`config.mk`:
```
export PLATFORM = sky130hd
export DESIGN_NAME = kb_event_buf
export DESIGN_NICKNAME = d
export VERILOG_FILES = /design/src/rtl/kb_defs.sv /design/src/rtl/kb_fifo.sv /design/src/rtl/kb_event_buf.sv
export SDC_FILE = /design/constraint.sdc
export NUM_CORES = 1
export LEC_CHECK = 0
export ABC_AREA = 1
export CORE_MARGIN = 2
export CORE_UTILIZATION = 40
export DETAILED_ROUTE_END_ITERATION = 8
export GPL_TIMING_DRIVEN = 1
export SYNTH_ARGS = -nofsm -noshare
export SYNTH_HDL_FRONTEND = slang
export SYNTH_SLANG_ARGS = --single-unit
```
`constraint.sdc`:
```
create_clock -name clk -period 1.7 [get_ports clk]
set_input_delay 0.34 -clock clk [delete_from_list [all_inputs] [get_ports clk]]
set_output_delay 0.34 -clock clk [all_outputs]
set_load 0.02 [all_outputs]
```
`src/rtl/kb_defs.sv`:
```
// kb_defs: shared constants, entry field positions and decoder state encodings
package kb_defs;
    localparam logic [7:0] KB_E0     = 8'hE0;
    localparam logic [7:0] KB_F0     = 8'hF0;
    localparam logic [7:0] KB_LSHIFT = 8'h12;
    localparam logic [7:0] KB_RSHIFT = 8'h59;
    localparam int EXT_BIT = 9;
    localparam int BRK_BIT = 8;
    typedef enum logic [1:0] {ST_IDLE, ST_EXT, ST_BRK} kb_state_e;
endpackage

```
`src/rtl/kb_fifo.sv`:
```
// kb_fifo: synchronous first-word-fall-through FIFO, 2**ADDR_W entries
// Ports: wr/w_data push, rd pops head, r_data shows head (0 while empty), empty/full flags.
// Writes while full are taken only with a coincident read; reads while empty are ignored.
module kb_fifo #(
    parameter int DATA_W = 10,
    parameter int ADDR_W = 3
) (
    input  logic              clk,
    input  logic              reset,
    input  logic              wr,
    input  logic              rd,
    input  logic [DATA_W-1:0] w_data,
    output logic [DATA_W-1:0] r_data,
    output logic              empty,
    output logic              full
);
    logic [DATA_W-1:0] mem_q [2**ADDR_W];
    logic [ADDR_W:0]   wptr_q, rptr_q;
    logic              do_wr, do_rd;

    assign empty  = wptr_q == rptr_q;
    assign full   = (wptr_q[ADDR_W] != rptr_q[ADDR_W]) && (wptr_q[ADDR_W-1:0] == rptr_q[ADDR_W-1:0]);
    assign do_rd  = rd & ~empty;
    assign do_wr  = wr & (~full | rd);
    assign r_data = empty ? '0 : mem_q[rptr_q[ADDR_W-1:0]];

    always_ff @(posedge clk)
        if (do_wr) mem_q[wptr_q[ADDR_W-1:0]] <= w_data;

    always_ff @(posedge clk or posedge reset)
        if (reset) begin
            wptr_q <= '0;
            rptr_q <= '0;
        end else begin
            wptr_q <= wptr_q + (ADDR_W+1)'(do_wr);
            rptr_q <= rptr_q + (ADDR_W+1)'(do_rd);
        end
endmodule

```
`src/rtl/kb_event_buf.sv`:
```
// kb_event_buf: folds PS/2 E0/F0 prefixes into {ext,brk,code} events, tracks shift, queues events in a FWFT FIFO
// Ports: clk, reset (async, active-high), scan_done_tick/scan_data byte input,
// rd_key pop, key_data head entry (0 while empty), empty, full, overflow (sticky), shift_on.
// Macro KB_BREAK_EVENTS_EN: when defined break events are queued; otherwise only make events are.
module kb_event_buf
    import kb_defs::*;
#(
    parameter int ADDR_W  = 3,
    parameter int TMO_CYC = 2500000
) (
    input  logic       clk,
    input  logic       reset,
    input  logic       scan_done_tick,
    input  logic [7:0] scan_data,
    input  logic       rd_key,
    output logic [9:0] key_data,
    output logic       empty,
    output logic       full,
    output logic       overflow,
    output logic       shift_on
);
    localparam int CW = (TMO_CYC > 2) ? $clog2(TMO_CYC) : 1;
    localparam logic [CW-1:0] TMO_LAST = CW'(TMO_CYC - 1);

    kb_state_e     state_q, state_d;
    logic          ext_q, ext_d;
    logic [CW-1:0] cnt_q, cnt_d;
    logic          lshift_q, lshift_d, rshift_q, rshift_d, ovf_q, ovf_d;
    logic          emit, emit_ext, emit_brk, is_pfx, want_wr;
    logic [9:0]    event_w;

    assign is_pfx = (scan_data == KB_E0) || (scan_data == KB_F0);

    always_comb begin
        state_d  = state_q;
        ext_d    = ext_q;
        cnt_d    = '0;
        emit     = 1'b0;
        emit_ext = 1'b0;
        emit_brk = 1'b0;
        if (scan_done_tick) begin
            case (state_q)
                ST_IDLE: begin
                    state_d = (scan_data == KB_E0) ? ST_EXT : (scan_data == KB_F0) ? ST_BRK : ST_IDLE;
                    ext_d   = 1'b0;
                    emit    = ~is_pfx;
                end
                ST_EXT: begin
                    state_d  = (scan_data == KB_E0) ? ST_EXT : (scan_data == KB_F0) ? ST_BRK : ST_IDLE;
                    ext_d    = scan_data == KB_F0;
                    emit     = ~is_pfx;
                    emit_ext = 1'b1;
                end
                ST_BRK: begin
                    // a second prefix inside a break is a protocol error: drop it all
                    state_d  = ST_IDLE;
                    ext_d    = 1'b0;
                    emit     = ~is_pfx;
                    emit_ext = ext_q;
                    emit_brk = 1'b1;
                end
                default: state_d = ST_IDLE;
            endcase
        end else if (state_q != ST_IDLE) begin
            // abandon a dangling prefix after a long idle gap
            state_d = (cnt_q == TMO_LAST) ? ST_IDLE : state_q;
            ext_d   = (cnt_q == TMO_LAST) ? 1'b0 : ext_q;
            cnt_d   = (cnt_q == TMO_LAST) ? '0 : cnt_q + 1'b1;
        end
    end

    assign lshift_d = (emit && !emit_ext && scan_data == KB_LSHIFT) ? ~emit_brk : lshift_q;
    assign rshift_d = (emit && !emit_ext && scan_data == KB_RSHIFT) ? ~emit_brk : rshift_q;
    assign event_w  = {emit_ext, emit_brk, scan_data};

`ifdef KB_BREAK_EVENTS_EN
    assign want_wr = emit;
`else
    assign want_wr = emit & ~emit_brk;
`endif

    assign ovf_d    = ovf_q | (want_wr & full & ~rd_key);
    assign overflow = ovf_q;
    assign shift_on = lshift_q | rshift_q;

    always_ff @(posedge clk or posedge reset)
        if (reset) begin
            state_q  <= ST_IDLE;
            ext_q    <= 1'b0;
            cnt_q    <= '0;
            lshift_q <= 1'b0;
            rshift_q <= 1'b0;
            ovf_q    <= 1'b0;
        end else begin
            state_q  <= state_d;
            ext_q    <= ext_d;
            cnt_q    <= cnt_d;
            lshift_q <= lshift_d;
            rshift_q <= rshift_d;
            ovf_q    <= ovf_d;
        end

    kb_fifo #(.DATA_W(10), .ADDR_W(ADDR_W)) u_fifo (
        .clk    (clk),
        .reset  (reset),
        .wr     (want_wr),
        .rd     (rd_key),
        .w_data (event_w),
        .r_data (key_data),
        .empty  (empty),
        .full   (full)
    );
endmodule
```
==> results of run 1 <==
worst max path at each step:
stage | endpoint | slack (ns) | start
after global placement | key_data[9] | -0.67 | u_fifo.rptr_q[0]
after floorplan | u_fifo.rptr_q[2] | -0.12 | u_fifo.rptr_q[0]
after CTS | key_data[1] | -0.54 | u_fifo.rptr_q[0]
after detailed placement | key_data[9] | -0.66 | u_fifo.rptr_q[0]
after global routing | key_data[0] | -0.66 | u_fifo.rptr_q[0]
final | key_data[0] | -0.57 | u_fifo.rptr_q[0]
stage by stage:
step | hold WS (ns) | utilization
2_1_floorplan | 0.431 | -
3_3_place_gp | 0.450 | 0.497
3_5_place_dp | 0.459 | 0.497
4_1_cts | 0.212 | 0.546
5_1_grt | 0.257 | 0.555
6_report | 0.216 | 0.555
worst reg2reg max path, stage by stage (launching register included):
cell and delay, ns:
dfrtp_1 0.42, buf_6 0.14, xnor2_2 0.12, nand3_2 0.13, nor2_4 0.23, buf_4 0.16
buf_6 0.09, nand3b_4 0.11, nand2_8 0.10, inv_4 0.04, ha_4 0.16, ha_4 0.15
xor2_1 0.13
report_power, final:
group | switching, mW | total, mW | internal [mW]
logic | 2.93 | 5.45 | 2.53
clock network | 1.26 | 3.30 | 2.04
registers | 0.166 | 3.61 | 3.45
cells in the final DEF, fill, tap and decap left out, types with 3 or more instances in the layout:
master           count
nand4_1              4
inv_2                5
nor2_4              10
nand3_1             26
nor2_2              14
mux2i_1             10
nand3_2              3
o22ai_1             10
dfrtp_1             34
o21ai_2              8
nor3_1              10
xor2_1               8
o21ai_1              8
xnor2_1              5
clkbuf_16           17
edfxtp_1            80
clkdlybuf4s50_1     11
ha_4                 4
clkinv_2             3
o21ai_0             39
nand2_1             74
clkinv_4             3
clkinvlp_4           6
ha_1                 4
nor2_1             108
buf_6               12
buf_4               55
buf_12              16
inv_1               36
cells by family (layout without fill, tap and decap cells):
group                      after synthesis  in the layout  share of synthesized area
AOI/OAI and AO/OA                       69             69                     0.0673
buffers and inverters                   61            173                     0.0477
and+or+nand+nor                        260            261                      0.209
xor gates and xnor gates                16             16                     0.0259
DFF                                    116            116                      0.611
adders and majority gates                9              9                     0.0208
muxes                                   10             10                     0.0185
cell type report:
type	instances	area, µm²
fillers	1169	5890
clock inverters	12	109
flip-flops and latches	116	3310
inverters	44	176
repair buffers	97	997
clock buffers	20	447
well taps	176	220
multi-input cells	365	2090
routing by layer:
| metal | wire length, µm | GRT usage | vias to the layer above |
|---|---|---|---|
| met5 | 0 | 0 | - |
| met4 | 160 | 0.0792 | 0 |
| met3 | 446 | 0.0420 | 10 |
| met2 | 6390 | 0.318 | 66 |
| met1 | 5670 | 0.242 | 1935 |
| li1 | - | - | 2024 |
flip-flops by register name, summed over array words and instances, names as in the netlist:
| signal | cells |
|---|---|
| u_fifo.mem_q | 80 |
| cnt_q | 22 |
| u_fifo.rptr_q | 4 |
| u_fifo.wptr_q | 4 |
| state_q | 2 |
| ext_q | 1 |
| lshift_q | 1 |
| overflow | 1 |
| rshift_q | 1 |
what timing repair did:
action	4_1_cts	5_1_grt
setup buffers	7	3
gates cloned	1	0
pin swaps	5	8
resized for setup	80	26
setup endpoints to repair	102	106
==> flow_summary.yaml, run 1 <==
run_status:
  status: "complete, but fails checks"
  violations: "negative setup slack"
sta:
  setup-tns-final_ns: -37.16
  setup_viol: 101
  skew_ns: 0.0125
  hold_viol: 0
  setup_ws_ns: -0.573
  worst_pin_slew_ns: 0.435
  final_max_slew_viol_count: 0
  max_freq_mhz: 440
  fin_crit_ns: 2.27
  rsz0062_at_grt: "true"
  layout_worst_path_cycle_share: 1.34
  relSlewSlack: 0.709
logic_synthesis:
  synth_edf_count: 80
  yosys_warnings: 0
  synth_seq_cells: 116
  synth_area_per_cell_um2: 9.99
  ys_types: 32
  synth_nets: 562
  synth_ff_type: "edfxtp_1"
  yosysTopAreaCell: "edfxtp_1"
  async_flop_share: 0.310
  synth_most_common_cell: "nor2_1"
  syn-cell-area_um2: 5410
  ys_top_cells_by_area: "edfxtp_1 44%, dfrtp_1 17%, nor2_1 8.3%"
  yosysTopAreaCellShare: 0.444
  seq_area_frac_synth: 0.611
  synth_common_cells: "120 x nor2_1, 80 x edfxtp_1, 74 x nand2_1"
  synth_cells: 541
global_route:
  track_usage: 0.191
  grt_pass1_wl_um: 20900
  grt_max_degree: 29
  antenna_found_initial: 0
  grt_pass1_vias: 4092
  grt_overflow: 0
placement:
  portBuffers: 25
  detailed_place_hpwl_um: 8710
  dpl.cell_count: 787
  gp_congestion: 0.882
  placed_area_um2: 6580
  place_ws_ns: -0.661
die:
  fp.dieH_um: 120
  dieArea_um2: 14500
  start_util: 0.408
  rows: 42
  die_x_um: 120
  pin_count: 26
  core_area_um2: 13200
layout:
  fin_nets: 662
  final_cell_count_no_fill: 830
  drive_gt1_frac: 0.277
  antenna_cells: 0
  design_area_um2: 7350
  area_growth_pct: 35.9
setup_path:
  rr_startpoint: "u_fifo.rptr_q[0]"
  cpMaxStageDelayCell: "dfrtp_1"
  cp_max_fo: 5
  path_depth: 8
  start_kind: "flip-flop"
  crit_required_ns: 1.36
  cp_top_family: "simple AND/OR/NAND/NOR gates"
  cp-end-kind: "output pin"
  r2r_setup_slack_ns: -0.41
  critPathBufInv: 2
  path_cells: "buf_6, xnor2_2, nand3_2, nor2_4, nand2_4, o21ai_4, nor2_2, buf_2"
  ff2ff_path_depth: 12
  critPathKind: "flip-flop to output pin"
  r2r-end: "u_fifo.wptr_q[2]"
  cpPeakStageDelay_ns: 0.42
  arrival_ns: 1.93
power_and_ir_drop:
  power_density_nw_per_um2: 1680
  p_leak_nw: 2.88
  power_mw: 12.4
  ir_drop_uv: 805
cts:
  numClockSinks: 116
  clkLatencyLatePin_ns: 0.41
  clockBufferDepth: 2
  cts_root_buf: "clkbuf_16"
  clk_pin_slew_ns: 0.05
  cts_tree: "done"
  cts_buffers: 17
  cts_hold_buf: 0
  htree_num_levels: 4
routing:
  wl_per_cell_um: 15.3
  viasPerCell: 4.86
  drc: 0
  dr.pass1.iters: 4
  vias: 4035
  drt_iter0_drc: 233
  finalWirelength_um: 12700
  ant_nets: 0
min_path:
  min_path_type: "primary input to asynchronous set/reset pin"
flow_run:
  max_cap_viol_count: 0
Power figures use the tool's default switching activity.
==> run 2, diff against run 1 <==
--- a/config.mk
+++ b/config.mk
@@ -8,6 +8,7 @@
 export ABC_AREA = 1
 export CORE_MARGIN = 2
 export CORE_UTILIZATION = 40
+export CTS_CLUSTER_SIZE = 30
 export DETAILED_ROUTE_END_ITERATION = 8
 export GPL_TIMING_DRIVEN = 1
 export SYNTH_ARGS = -nofsm -noshare
==> constraint.sdc (replaced) <==
create_clock -name clk -period 1.7 [get_ports clk]
set_input_delay 0.34 -clock clk [delete_from_list [all_inputs] [get_ports clk]]
set_output_delay 0.34 -clock clk [all_outputs]
set_load 0.05 [all_outputs]
==> flow_summary.yaml, run 2 (synthesis gave the netlist of run 1 again) <==
placement:
  gp_congestion: 0.885
  portBuffers: 25
  detailed_place_hpwl_um: 9240
  placed_area_um2: 6460
cts:
  cts_tree: "done"
  clkLatencyLatePin_ns: 0.41
  htree_num_levels: 4
  numClockSinks: 116
  clk_pin_slew_ns: 0.05
  cts_root_buf: "clkbuf_16"
  cts_buffers: 17
  clockBufferDepth: 2
setup_path:
  arrival_ns: 2.01
  critPathKind: "flip-flop to output pin"
  ff2ff_path_depth: 13
  endpoint: "key_data[0]"
  start_kind: "flip-flop"
  r2r_setup_slack_ns: -0.56
  cp_max_fo: 6
  crit_required_ns: 1.36
  critPathLaunch: "u_fifo.rptr_q[0]"
  cp-end-kind: "output pin"
  r2r-end: "u_fifo.wptr_q[2]"
  rr_startpoint: "u_fifo.rptr_q[0]"
sta:
  whs_ns: 0.290
  hold_viol: 0
  layout_worst_path_cycle_share: 1.38
  worst_pin_slew_ns: 0.581
  setup_ws_ns: -0.649
  relSlewSlack: 0.612
  skew_ns: 0.00466
  setup_viol: 101
  final_max_slew_viol_count: 0
  rsz0062_at_grt: "true"
  max_freq_mhz: 426
  fin_crit_ns: 2.35
layout:
  fillers: 1074
  largest_reg_flops: 80
  design_area_um2: 7880
  layout_commonest_cell: "nor2_1"
  mostFrequentLayoutCells: "105 x nor2_1, 80 x edfxtp_1, 73 x nand2_1, 55 x buf_4, 36 x inv_1"
  antenna_cells: 0
  drive_gt1_frac: 0.323
  ff_latch_area_um2: 3300
  area_growth_pct: 45.8
  multi_input_area_um2: 2270
  fin_nets: 680
die:
  start_util: 0.408
  pin_count: 26
  die_x_um: 120
  fp.dieH_um: 120
  core_area_um2: 13200
  rows: 42
  dieArea_um2: 14500
run_status:
  violations: "negative setup slack"
  status: "complete, but fails checks"
routing:
  vias: 4278
  finalWirelength_um: 14800
  dr.pass1.iters: 5
  drc: 0
  wl_per_cell_um: 17.5
  drt_iter0_drc: 452
  viasPerCell: 5.04
  ant_nets: 0
power_and_ir_drop:
  p_leak_nw: 3.10
  power_mw: 14.9
  ir_drop_uv: 1060
  power_density_nw_per_um2: 1890
global_route:
  grt_pass1_wl_um: 23000
  grt_overflow: 0
  grt_max_degree: 37
  antenna_found_initial: 0
  track_usage: 0.215
  grt_pass1_vias: 4302
flow_run:
  max_cap_viol_count: 0
min_path:
  min_path_type: "primary input to asynchronous set/reset pin"
## run 2: cell types whose count changed in the layout (fill, tap and decap cells not counted), moves of 6 or more
cell,before,now
mux2i_1,10,2
buf_8,0,6
nor2_4,10,20
mux2i_2,0,7
o21ai_2,8,14
o21ai_1,8,18
nor2_2,14,7
o21ai_0,39,24
buf_6,12,22
## run 2: power breakdown
| group | switching [mW] | internal, mW | leakage (nW) |
|---|---|---|---|
| combinational | 4.24 | 3.23 | 1.59 |
| sequential | 0.235 | 3.45 | 1.22 |
| clock | 1.27 | 2.44 | 0.294 |
## run 2: per-layer routing
layer | vias to the layer above | part of all wire | global-route usage
met2 | 135 | 0.49 | 0.346
li1 | 2062 | - | -
met1 | 2059 | 0.43 | 0.282
met3 | 22 | 0.061 | 0.0481
met5 | - | 0 | 0
met4 | 0 | 0.020 | 0.0901
## run 2: repair_timing
| item | 4_1_cts | 5_1_grt |
|---|---|---|
| pin swaps | 21 | 16 |
| setup endpoints to repair | 100 | 104 |
| cloned | 6 | 1 |
| setup buffers | 23 | 10 |
| hold buffers | 0 | 0 |
| resized for setup | 86 | 41 |
## run 2: area by class of cell
class / count / share of cell area
sequential: 116 / 0.419
timing repair buffer: 115 / 0.164
clock buffer: 18 / 0.0544
multi-input combinational: 365 / 0.288
tap: 176 / 0.0279
clock inverter: 14 / 0.0232
inverter: 44 / 0.0227
## run 2: worst max-delay path, cell delays in order, from the launching register on
cell and delay, ns:
dfrtp_2 0.50, xnor2_2 0.23, nand3_4 0.12, nor2_4 0.16, buf_6 0.14, nand2_8 0.09
o21ai_2 0.12, nor2_4 0.04, buf_4 0.18
## run 2: how the worst min path moves through the flow
| stage | startpoint | to | slack, ns | depth (start not counted) |
|---|---|---|---|---|
| 2_1_floorplan | cnt_q[0] | cnt_q[0] | 0.43 | 1 |
| 3_3_place_gp | cnt_q[0] | cnt_q[0] | 0.45 | 1 |
| 3_5_place_dp | cnt_q[0] | cnt_q[0] | 0.46 | 1 |
| 4_1_cts | reset | overflow | 0.30 | 3 |
| 5_1_grt | reset | overflow | 0.34 | 3 |
| 6_report | reset | overflow | 0.29 | 3 |
## run 2: stage by stage
step,util,TNS [ns],std cells,worst slack [ns]
after floorplan,-,-2.04,541,-0.260
after global placement,0.488,-42.89,784,-0.534
after detailed placement,0.488,-47.33,784,-0.563
after CTS,0.586,-39.86,845,-0.619
after global routing,0.595,-50.38,848,-0.703
final,0.595,-45.18,848,-0.649
==> run 3, diff against run 2 <==
--- a/config.mk
+++ b/config.mk
@@ -6,7 +6,7 @@
 export NUM_CORES = 1
 export LEC_CHECK = 0
 export ABC_AREA = 1
-export CORE_MARGIN = 2
+export CORE_MARGIN = 8
 export CORE_UTILIZATION = 40
 export CTS_CLUSTER_SIZE = 30
 export DETAILED_ROUTE_END_ITERATION = 8
==> flow_summary.yaml, run 3 (synthesis gave the netlist of run 1 again) <==
sta:
  setup_ws_ns: -0.588
  worst_pin_slew_ns: 0.458
  max_freq_mhz: 437
  relSlewSlack: 0.695
  final_max_slew_viol_count: 0
  skew_ns: 0.00793
  layout_worst_path_cycle_share: 1.35
  rsz0062_at_grt: "true"
  setup_viol: 100
  hold_viol: 0
  fin_crit_ns: 2.29
  setup-tns-final_ns: -25.90
cts:
  numClockSinks: 116
  cts_tree: "done"
  htree_num_levels: 4
  clockBufferDepth: 2
  cts_root_buf: "clkbuf_16"
  cts_hold_buf: 0
  clkLatencyLatePin_ns: 0.42
  cts_buffers: 17
  clk_pin_slew_ns: 0.05
routing:
  viasPerCell: 4.99
  finalWirelength_um: 14100
  dr.pass1.iters: 4
  drt_iter0_drc: 284
  vias: 4143
  ant_nets: 0
  drc: 0
  wl_per_cell_um: 17.0
global_route:
  track_usage: 0.165
  grt_pass1_wl_um: 22100
  antenna_found_initial: 0
  grt_pass1_vias: 4331
  grt_overflow: 0
  grt_max_degree: 37
placement:
  placed_area_um2: 6450
  place_ws_ns: -0.593
  gp_congestion: 0.890
  portBuffers: 25
  detailed_place_hpwl_um: 9250
setup_path:
  start_kind: "flip-flop"
  critPathKind: "flip-flop to output pin"
  cp_max_fo: 21
  rr_startpoint: "u_fifo.rptr_q[0]"
  ff2ff_path_depth: 11
  endpoint: "key_data[8]"
  critPathLaunch: "u_fifo.rptr_q[0]"
  arrival_ns: 1.95
  path_cells: "inv_2, buf_12, buf_8, nor2_1, o22ai_1, nor2_2, nor2_4, buf_8"
  crit_top_cell: "buf_8"
  crit_required_ns: 1.36
  cpPeakStageDelay_ns: 0.49
  r2r_setup_slack_ns: -0.30
  cpMaxStageDelayCell: "dfrtp_2"
  r2r-end: "u_fifo.wptr_q[2]"
  cp-end-kind: "output pin"
die:
  fp.dieH_um: 132
  die_x_um: 132
  start_util: 0.408
  rows: 42
  core_area_um2: 13200
  pin_count: 26
  dieArea_um2: 17500
layout:
  design_area_um2: 7680
  antenna_cells: 0
  largest_reg_flops: 80
  mostFrequentLayoutCells: "102 x nor2_1, 80 x edfxtp_1, 73 x nand2_1, 44 x buf_4"
  layout_commonest_cell: "nor2_1"
  fin_nets: 662
  area_growth_pct: 42.1
  drive_gt1_frac: 0.292
  postLayoutCoreUtil: 0.580
power_and_ir_drop:
  p_leak_nw: 2.98
  power_density_nw_per_um2: 1870
  power_mw: 14.4
  ir_drop_uv: 1300
flow_run:
  max_cap_viol_count: 0
min_path:
  min_path_type: "primary input to asynchronous set/reset pin"
run_status:
  status: "complete, but fails checks"
  violations: "negative setup slack"
==> run 3: power breakdown <==
group,internal [mW],switching (mW)
clock,2.46,1.33
combinational,2.94,3.98
sequential,3.45,0.224
==> run 3: repair_timing <==
item | CTS | global route
gates cloned | 2 | 1
pin swaps | 12 | 15
hold endpoints to repair | 0 | 0
setup buffers | 13 | 4
endpoints found under the setup margin | 100 | 100
resized for setup | 48 | 43
==> run 3: critical path: cells and delay by family (launching register included) <==
family / cells / cell delay [ns]
buffers and inverters: 4 / 0.56
DFF: 1 / 0.49
and+or+nand+nor: 3 / 0.28
AOI/OAI and AO/OA: 1 / 0.19
==> run 3: final cells by class <==
class,instances,area [µm²]
Clock buffer,17,425
Inverter,44,176
Multi-Input combinational cell,365,2200
Timing Repair Buffer,97,1140
Fill cell,1097,5560
Sequential cell,116,3300
Tap cell,176,220
Clock inverter,15,206
==> run 3: worst min-delay path by stage <==
stage	start	to	slack, ns	depth (start not counted)
finish	reset	u_fifo.rptr_q[2]	0.26	3
CTS	reset	u_fifo.rptr_q[1]	0.26	3
detailed placement	overflow	overflow	0.47	1
floorplan	cnt_q[0]	cnt_q[0]	0.43	1
global route	reset	u_fifo.rptr_q[1]	0.31	3
global placement	cnt_q[0]	cnt_q[0]	0.45	1
==> run 3: routing by layer <==
layer  GRT usage  routed length (µm)  up-vias
met2       0.268                6940      106
met3      0.0431                 846       24
met1       0.192                5820     1993
met4       0.100                 502        0
li1            -                   -     2020
met5           0                   0        -
==> run 3: through the flow <==
| stage | instances | hold WS (ns) |
|---|---|---|
| finish | 830 | 0.264 |
| global route | 830 | 0.308 |
| CTS | 826 | 0.260 |
| detailed placement | 779 | 0.469 |
| global placement | 779 | 0.450 |
| floorplan | 541 | 0.431 |
